===== src/rtl/washing_machine_timer_pkg.sv =====
// -----------------------------------------------------------------------------
// wm_pkg
// Shared definitions for the washing machine phase timer.
//   - Phase index constants in phase-vector order:
//     {drain, spin, rinse, wash_high, wash_low, soak_high, soak_low}
//   - NUM_PHASES : width of the phase vector
//   - phase_bit(): one-hot vector for a phase index
//   - dur_of()   : duration in ticks of a one-hot phase vector (0 becomes 1)
//   - max_int()  : helper for the static counter-width check
// -----------------------------------------------------------------------------
package wm_pkg;

    localparam int NUM_PHASES   = 7;

    localparam int PH_SOAK_LOW  = 0;
    localparam int PH_SOAK_HIGH = 1;
    localparam int PH_WASH_LOW  = 2;
    localparam int PH_WASH_HIGH = 3;
    localparam int PH_RINSE     = 4;
    localparam int PH_SPIN      = 5;
    localparam int PH_DRAIN     = 6;

    function automatic logic [NUM_PHASES-1:0] phase_bit(input int idx);
        return NUM_PHASES'(1) << idx;
    endfunction

    // Non one-hot vectors map to 1; callers only use the result while
    // exactly one phase is active.
    function automatic int dur_of(
        input logic [NUM_PHASES-1:0] p,
        input int soak_low_t,
        input int soak_high_t,
        input int wash_low_t,
        input int wash_high_t,
        input int rinse_t,
        input int spin_t,
        input int drain_t
    );
        int d;
        d = 1;
        if      (p == phase_bit(PH_SOAK_LOW))  d = soak_low_t;
        else if (p == phase_bit(PH_SOAK_HIGH)) d = soak_high_t;
        else if (p == phase_bit(PH_WASH_LOW))  d = wash_low_t;
        else if (p == phase_bit(PH_WASH_HIGH)) d = wash_high_t;
        else if (p == phase_bit(PH_RINSE))     d = rinse_t;
        else if (p == phase_bit(PH_SPIN))      d = spin_t;
        else if (p == phase_bit(PH_DRAIN))     d = drain_t;
        return (d < 1) ? 1 : d;
    endfunction

    function automatic int max_int(input int a, input int b);
        return (a > b) ? a : b;
    endfunction

endpackage


===== src/rtl/wm_tick_gen.sv =====
// -----------------------------------------------------------------------------
// wm_tick_gen
// Prescaler producing a one-cycle tick every TICK_DIV enabled clk cycles.
//   clk  in  : system clock, rising edge
//   rst  in  : asynchronous, active-high reset
//   clr  in  : synchronous clear of the prescaler (highest priority)
//   en   in  : advance the prescaler this cycle
//   tick out : prescaler is at its terminal count (decoded from the register)
// -----------------------------------------------------------------------------
module wm_tick_gen #(
    parameter int TICK_DIV = 1000
) (
    input  logic clk,
    input  logic rst,
    input  logic clr,
    input  logic en,
    output logic tick
);

    // A zero-width register is illegal, so TICK_DIV = 1 keeps one bit that
    // never leaves 0 and the tick decode is then permanently true.
    localparam int PRE_W = (TICK_DIV > 1) ? $clog2(TICK_DIV) : 1;

    if (TICK_DIV < 1) begin : g_bad_tick_div
        $error("wm_tick_gen: TICK_DIV must be at least 1");
    end

    logic [PRE_W-1:0] r_pre;

    assign tick = (r_pre == PRE_W'(TICK_DIV - 1));

    // NOTE: sequential state uses non-blocking assignments so every register
    // samples pre-edge values regardless of always-block evaluation order.
    always_ff @(posedge clk or posedge rst) begin
        if (rst) begin
            r_pre <= '0;
        end else if (clr) begin
            r_pre <= '0;
        end else if (en) begin
            r_pre <= tick ? '0 : r_pre + 1'b1;
        end
    end

endmodule


===== src/rtl/washing_machine_timer.sv =====
// -----------------------------------------------------------------------------
// washing_machine_timer
// Times the controller's active phase and raises the matching done flag when
// the phase's programmed duration (in ticks of TICK_DIV clk cycles) elapses.
//   clk, rst            in  : clock (rising edge), async active-high reset
//   idle .. drain       in  : one-hot phase outputs of the controller
//   pause               in  : freeze timing while high
//   timer_<phase>       out : level done flag, held until the phase changes
//   phase_err           out : more than one phase input was high last edge
//   elapsed [CNT_W]     out : ticks elapsed in the current phase (saturates)
// All outputs come straight from registers.
// -----------------------------------------------------------------------------
module washing_machine_timer
    import wm_pkg::*;
#(
    parameter int TICK_DIV    = 1000,
    parameter int CNT_W       = 16,
    parameter int SOAK_LOW_T  = 10,
    parameter int SOAK_HIGH_T = 20,
    parameter int WASH_LOW_T  = 15,
    parameter int WASH_HIGH_T = 30,
    parameter int RINSE_T     = 10,
    parameter int SPIN_T      = 8,
    parameter int DRAIN_T     = 5
) (
    input  logic             clk,
    input  logic             rst,
    input  logic             idle,
    input  logic             soak_low,
    input  logic             soak_high,
    input  logic             wash_low,
    input  logic             wash_high,
    input  logic             rinse,
    input  logic             spin,
    input  logic             drain,
    input  logic             pause,
    output logic             timer_soak_low,
    output logic             timer_soak_high,
    output logic             timer_wash_low,
    output logic             timer_wash_high,
    output logic             timer_rinse,
    output logic             timer_spin,
    output logic             timer_drain,
    output logic             phase_err,
    output logic [CNT_W-1:0] elapsed
);

    localparam int MAX_DUR =
        max_int(max_int(max_int(SOAK_LOW_T, SOAK_HIGH_T), max_int(WASH_LOW_T, WASH_HIGH_T)),
                max_int(max_int(RINSE_T, SPIN_T), max_int(DRAIN_T, 1)));

    // The counter saturates at the phase duration, so it only needs to hold
    // the longest one; it can never wrap.
    if (CNT_W < 1 || CNT_W > 31 || MAX_DUR >= (1 << CNT_W)) begin : g_bad_cnt_w
        $error("washing_machine_timer: CNT_W too narrow for the longest duration");
    end

    logic [NUM_PHASES-1:0] w_p;
    logic [NUM_PHASES-1:0] r_prev_p;
    logic [NUM_PHASES-1:0] r_done;
    logic [CNT_W-1:0]      r_cnt;
    logic [CNT_W-1:0]      w_dur;
    logic                  r_phase_err;
    logic                  w_entry;
    logic                  w_one_hot;
    logic                  w_multi;
    logic                  w_timing;
    logic                  w_tick;
    logic                  w_unused_idle;

    // idle carries no information beyond "no phase bit set".
    assign w_unused_idle = idle;

    assign w_p       = {drain, spin, rinse, wash_high, wash_low, soak_high, soak_low};
    assign w_entry   = (w_p != r_prev_p);
    assign w_one_hot = ($countones(w_p) == 1);
    assign w_multi   = ($countones(w_p) > 1);
    assign w_dur     = CNT_W'(dur_of(w_p, SOAK_LOW_T, SOAK_HIGH_T, WASH_LOW_T,
                                     WASH_HIGH_T, RINSE_T, SPIN_T, DRAIN_T));
    // Timing runs only in a stable single phase that has not finished yet.
    assign w_timing  = w_one_hot && (r_done == '0) && !w_entry;

    wm_tick_gen #(
        .TICK_DIV (TICK_DIV)
    ) u_tick_gen (
        .clk  (clk),
        .rst  (rst),
        .clr  (w_entry),
        .en   (w_timing && !pause),
        .tick (w_tick)
    );

    // NOTE: only control/status registers exist here; there is no memory
    // array, so every register gets the asynchronous reset.
    always_ff @(posedge clk or posedge rst) begin
        if (rst) begin
            r_prev_p    <= '0;
            r_cnt       <= '0;
            r_done      <= '0;
            r_phase_err <= 1'b0;
        end else begin
            // The error flag tracks the sampled vector on every edge,
            // independent of entry edges.
            r_phase_err <= w_multi;
            if (w_entry) begin
                // A phase change beats a simultaneous tick.
                r_prev_p <= w_p;
                r_cnt    <= '0;
                r_done   <= '0;
            end else if (!w_one_hot) begin
                r_cnt    <= '0;
                r_done   <= '0;
            end else if (w_timing && !pause && w_tick) begin
                r_cnt <= r_cnt + 1'b1;
                if (r_cnt == w_dur - 1'b1) begin
                    r_done <= w_p;
                end
            end
        end
    end

    assign timer_soak_low  = r_done[PH_SOAK_LOW];
    assign timer_soak_high = r_done[PH_SOAK_HIGH];
    assign timer_wash_low  = r_done[PH_WASH_LOW];
    assign timer_wash_high = r_done[PH_WASH_HIGH];
    assign timer_rinse     = r_done[PH_RINSE];
    assign timer_spin      = r_done[PH_SPIN];
    assign timer_drain     = r_done[PH_DRAIN];
    assign phase_err       = r_phase_err;
    assign elapsed         = r_cnt;

endmodule


===== config.mk =====
export PLATFORM = sky130hd
export DESIGN_NAME = washing_machine_timer
export DESIGN_NICKNAME = d
export VERILOG_FILES = /design/src/rtl/washing_machine_timer_pkg.sv /design/src/rtl/wm_tick_gen.sv /design/src/rtl/washing_machine_timer.sv
export SDC_FILE = /design/constraint.sdc
export NUM_CORES = 1
export LEC_CHECK = 0
export ABC_CLOCK_PERIOD_IN_PS = 2800
export CORE_MARGIN = 8
export CORE_UTILIZATION = 40
export DETAILED_ROUTE_END_ITERATION = 10
export DONT_BUFFER_PORTS = 1
export MAX_ROUTING_LAYER = met4
export REMOVE_ABC_BUFFERS = 1
export SLEW_MARGIN = 20
export SYNTH_ARGS = -nofsm -noshare
export SYNTH_HDL_FRONTEND = slang
export SYNTH_SLANG_ARGS = --single-unit

===== constraint.sdc =====
create_clock -name clk -period 2.8 [get_ports clk]
set_input_delay 0.42 -clock clk [delete_from_list [all_inputs] [get_ports clk]]
set_output_delay 0.42 -clock clk [all_outputs]
set_load 0.02 [all_outputs]

==> reports/results.ini <==
[synthesis]
synth_seq_cells = 41
yosysWarnings = 0
synth_async_sr_flop_share_pct = 100.0
syn_inst = 273
syn_area_sq_mm = 0.002633
ys_top_cells_by_area = dfrtp_1 39%, xor2_1 7.0%, ha_1 3.3%
syn_avg_cell_area_sq_um = 9.643
ys_types = 54
synth.top_cells.by_count = 41 x dfrtp_1, 21 x xor2_1, 18 x nor2_1
synth-edff-count = 0
synth_top_area_cell = dfrtp_1
synth_ff_type = dfrtp_1
synth.yosys.seq_area_share_pct = 38.97
synth_most_common_cell = dfrtp_1
synth_top_area_share_pct = 38.97

[run_status]
outcome = finished, violations left
violations = negative setup slack

[power_and_ir_drop]
powerDensity_mw_per_mm2 = 380.0
clock_power_share_pct = 32.3
finalPower_mw = 1.153
p_sw_share_pct = 25.58
p_int_uw = 857.7
p_leak_nw = 1.226
p_switching_uw = 294.8
ir_worst_vdd_uv = 196.3
share_comb_of_total_power_pct = 14.7
p_seq_share_pct = 53.0

[run]
cap_violations = 0

[floorplanning]
die_x_um = 97.13
die_h_um = 97.13
ioPinCount = 35
die-area_sq_mm = 0.009433
core-area_sq_mm = 0.006350
initial_core_util_pct = 41.46
rows = 29

[grt]
grt_max_degree = 26
grt_pass1_vias = 2074
overflow = 0
antenna_found_initial = 0
grt_pass1_wl_um = 10730
track_usage_pct = 14.03

[sta]
timing.setup.tns_ps = -12920
finalCriticalPeriod_ps = 3485
maxSlewHeadroom_pct = 40.88
hold_viol_final = 0
fin_skew_ps = 5.434
rsz0062_at_grt = yes
slew_violations = 0
fmax_mhz = 287.0
setup_viol = 33
setup_ws_ps = -684.7
finalCritPeriodShare_pct = 124.5
worst_pin_slew_ps = 881.3

[layout]
drive_above_1_share_pct = 20.41
num_antenna_cells = 0
instances_no_fill = 371
nets = 315
fillCellCount = 603
area_delta_synth_final_pct = 15.21

[placed_design]
dp_cells = 360
post-place-ws_ps = -1343
gp_congestion = 0.7702
hpwl_um = 4681
io_buffers = 0

[worst_setup_path]
crit_arrival_ps = 3700
cp_top_family = adder cells
critPathMaxFanout = 6
path_cells = fa_1 -> inv_1 -> fa_1 -> fa_2 -> inv_2 -> fa_1 -> or3_4 -> or3_4 -> buf_4 -> or4_1 -> a21oi_1
critPathRequiredTime_ps = 3020
cp_num_buf_inv = 3
crit_path_frequent_cell = fa_1
cp-start-kind = primary input
critPathKind = in -> reg
crit_path_end_kind = flip-flop
slowest_delay_ps = 510
slowest_stage = fa_1

[clocking]
clock_latency_ps = 290
clk_pin_slew_ps = 80
htreeDepth = 2
numCtsBuffers = 5
cts_root_buf = clkbuf_8
cts.sinks = 41
cts_tree = done
clk_path_buf_depth = 2
ctsHoldBuffers = 0

[routing]
first_pass_iters = 4
viasPerCell = 5.733
wire_per_inst_um = 17.39
drc = 0
vias = 2127
wl_um = 6453
drtAntennaViolNets = 0
first_iter_violations = 66

[worst_hold_path]
hold_class = in -> async

## sequential cells by signal (all words and copies together), names as in the netlist
register and flops:
r_done 7, elapsed 16, r_prev_p 7, phase_err 1
u_tick_gen.r_pre 10
## cells in the final DEF, fill, tap and decap left out, drive strengths merged, types with 7 or more instances in the layout
cell,instances
or3,13
nand3,12
buf,28
clkbuf,8
and3,11
ha,7
a21oi,14
nor2,19
a32o,7
dfrtp,41
xor2,21
o21ai,12
inv,14
nand2,13
nand4,10
nor3,7
## per-layer routing
metal / GRT usage, % / share of wire, % / up-vias
met5: - / 0 / -
met4: 5.089 / 1.1 / 0
met3: 3.414 / 3.3 / 4
met2: 22.92 / 50 / 25
met1: 16.33 / 45 / 1067
li1: - / - / 1031
## worst paths after layout
path | start | endpoint | slack (ps) | cells after the start
max | soak_low | u_tick_gen.r_pre[3] | -680 | 11
min | rst | elapsed[7] | 90 | 1
max reg2reg | r_done[3] | r_done[3] | 430 | 6
min reg2reg | u_tick_gen.r_pre[8] | u_tick_gen.r_pre[8] | 570 | 2
max in group asynchronous | rst | r_done[0] | 2030 | 2
min in group clk | spin | r_prev_p[5] | 150 | 0
## power groups by stage
stage	logic (mW)	clock network [mW]	registers, mW
floorplan	0.0929	0	0.621
global placement	0.139	0	0.623
detailed placement	0.144	0	0.623
CTS	0.158	0.380	0.611
global route	0.191	0.403	0.611
finish	0.169	0.373	0.610
## cells by family after synthesis
kind of cell	after synthesis	synth area share [%]
flops	41	38.97
fa+ha+maj	11	6.369
xor+xnor	24	7.985
compound gates	53	15.49
buf+inv	30	5.038
simple gates	112	25.38
mux	2	0.7605
## layout make-up
| class | instances | area, sq um | share of cell area (%) |
|---|---|---|---|
| Multi-Input combinational cell | 202 | 1553 | 51.20 |
| Sequential cell | 41 | 1026 | 33.83 |
| Timing Repair Buffer | 28 | 221.5 | 7.302 |
| Tap cell | 77 | 96.34 | 3.177 |
| Clock buffer | 8 | 80.08 | 2.640 |
| Inverter | 15 | 56.30 | 1.856 |
## stage by stage
step                utilization [%]  area [sq um]  hold slack, ps
detailed placement            44.73          2840           437.9
global route                  47.76          3033           135.7
finish                        47.76          3033           89.49
CTS                           47.01          2985           123.5
global placement              44.73          2840           438.4
floorplan                         -          2556           451.4
## timing repair
item                       in CTS  in global routing
resized for setup              15                  6
setup endpoints to repair      33                 33
cloned                          1                  0
buffers inserted                0                  2
pin swaps                      25                  5
No activity file was read; power rests on OpenSTA's default activity.
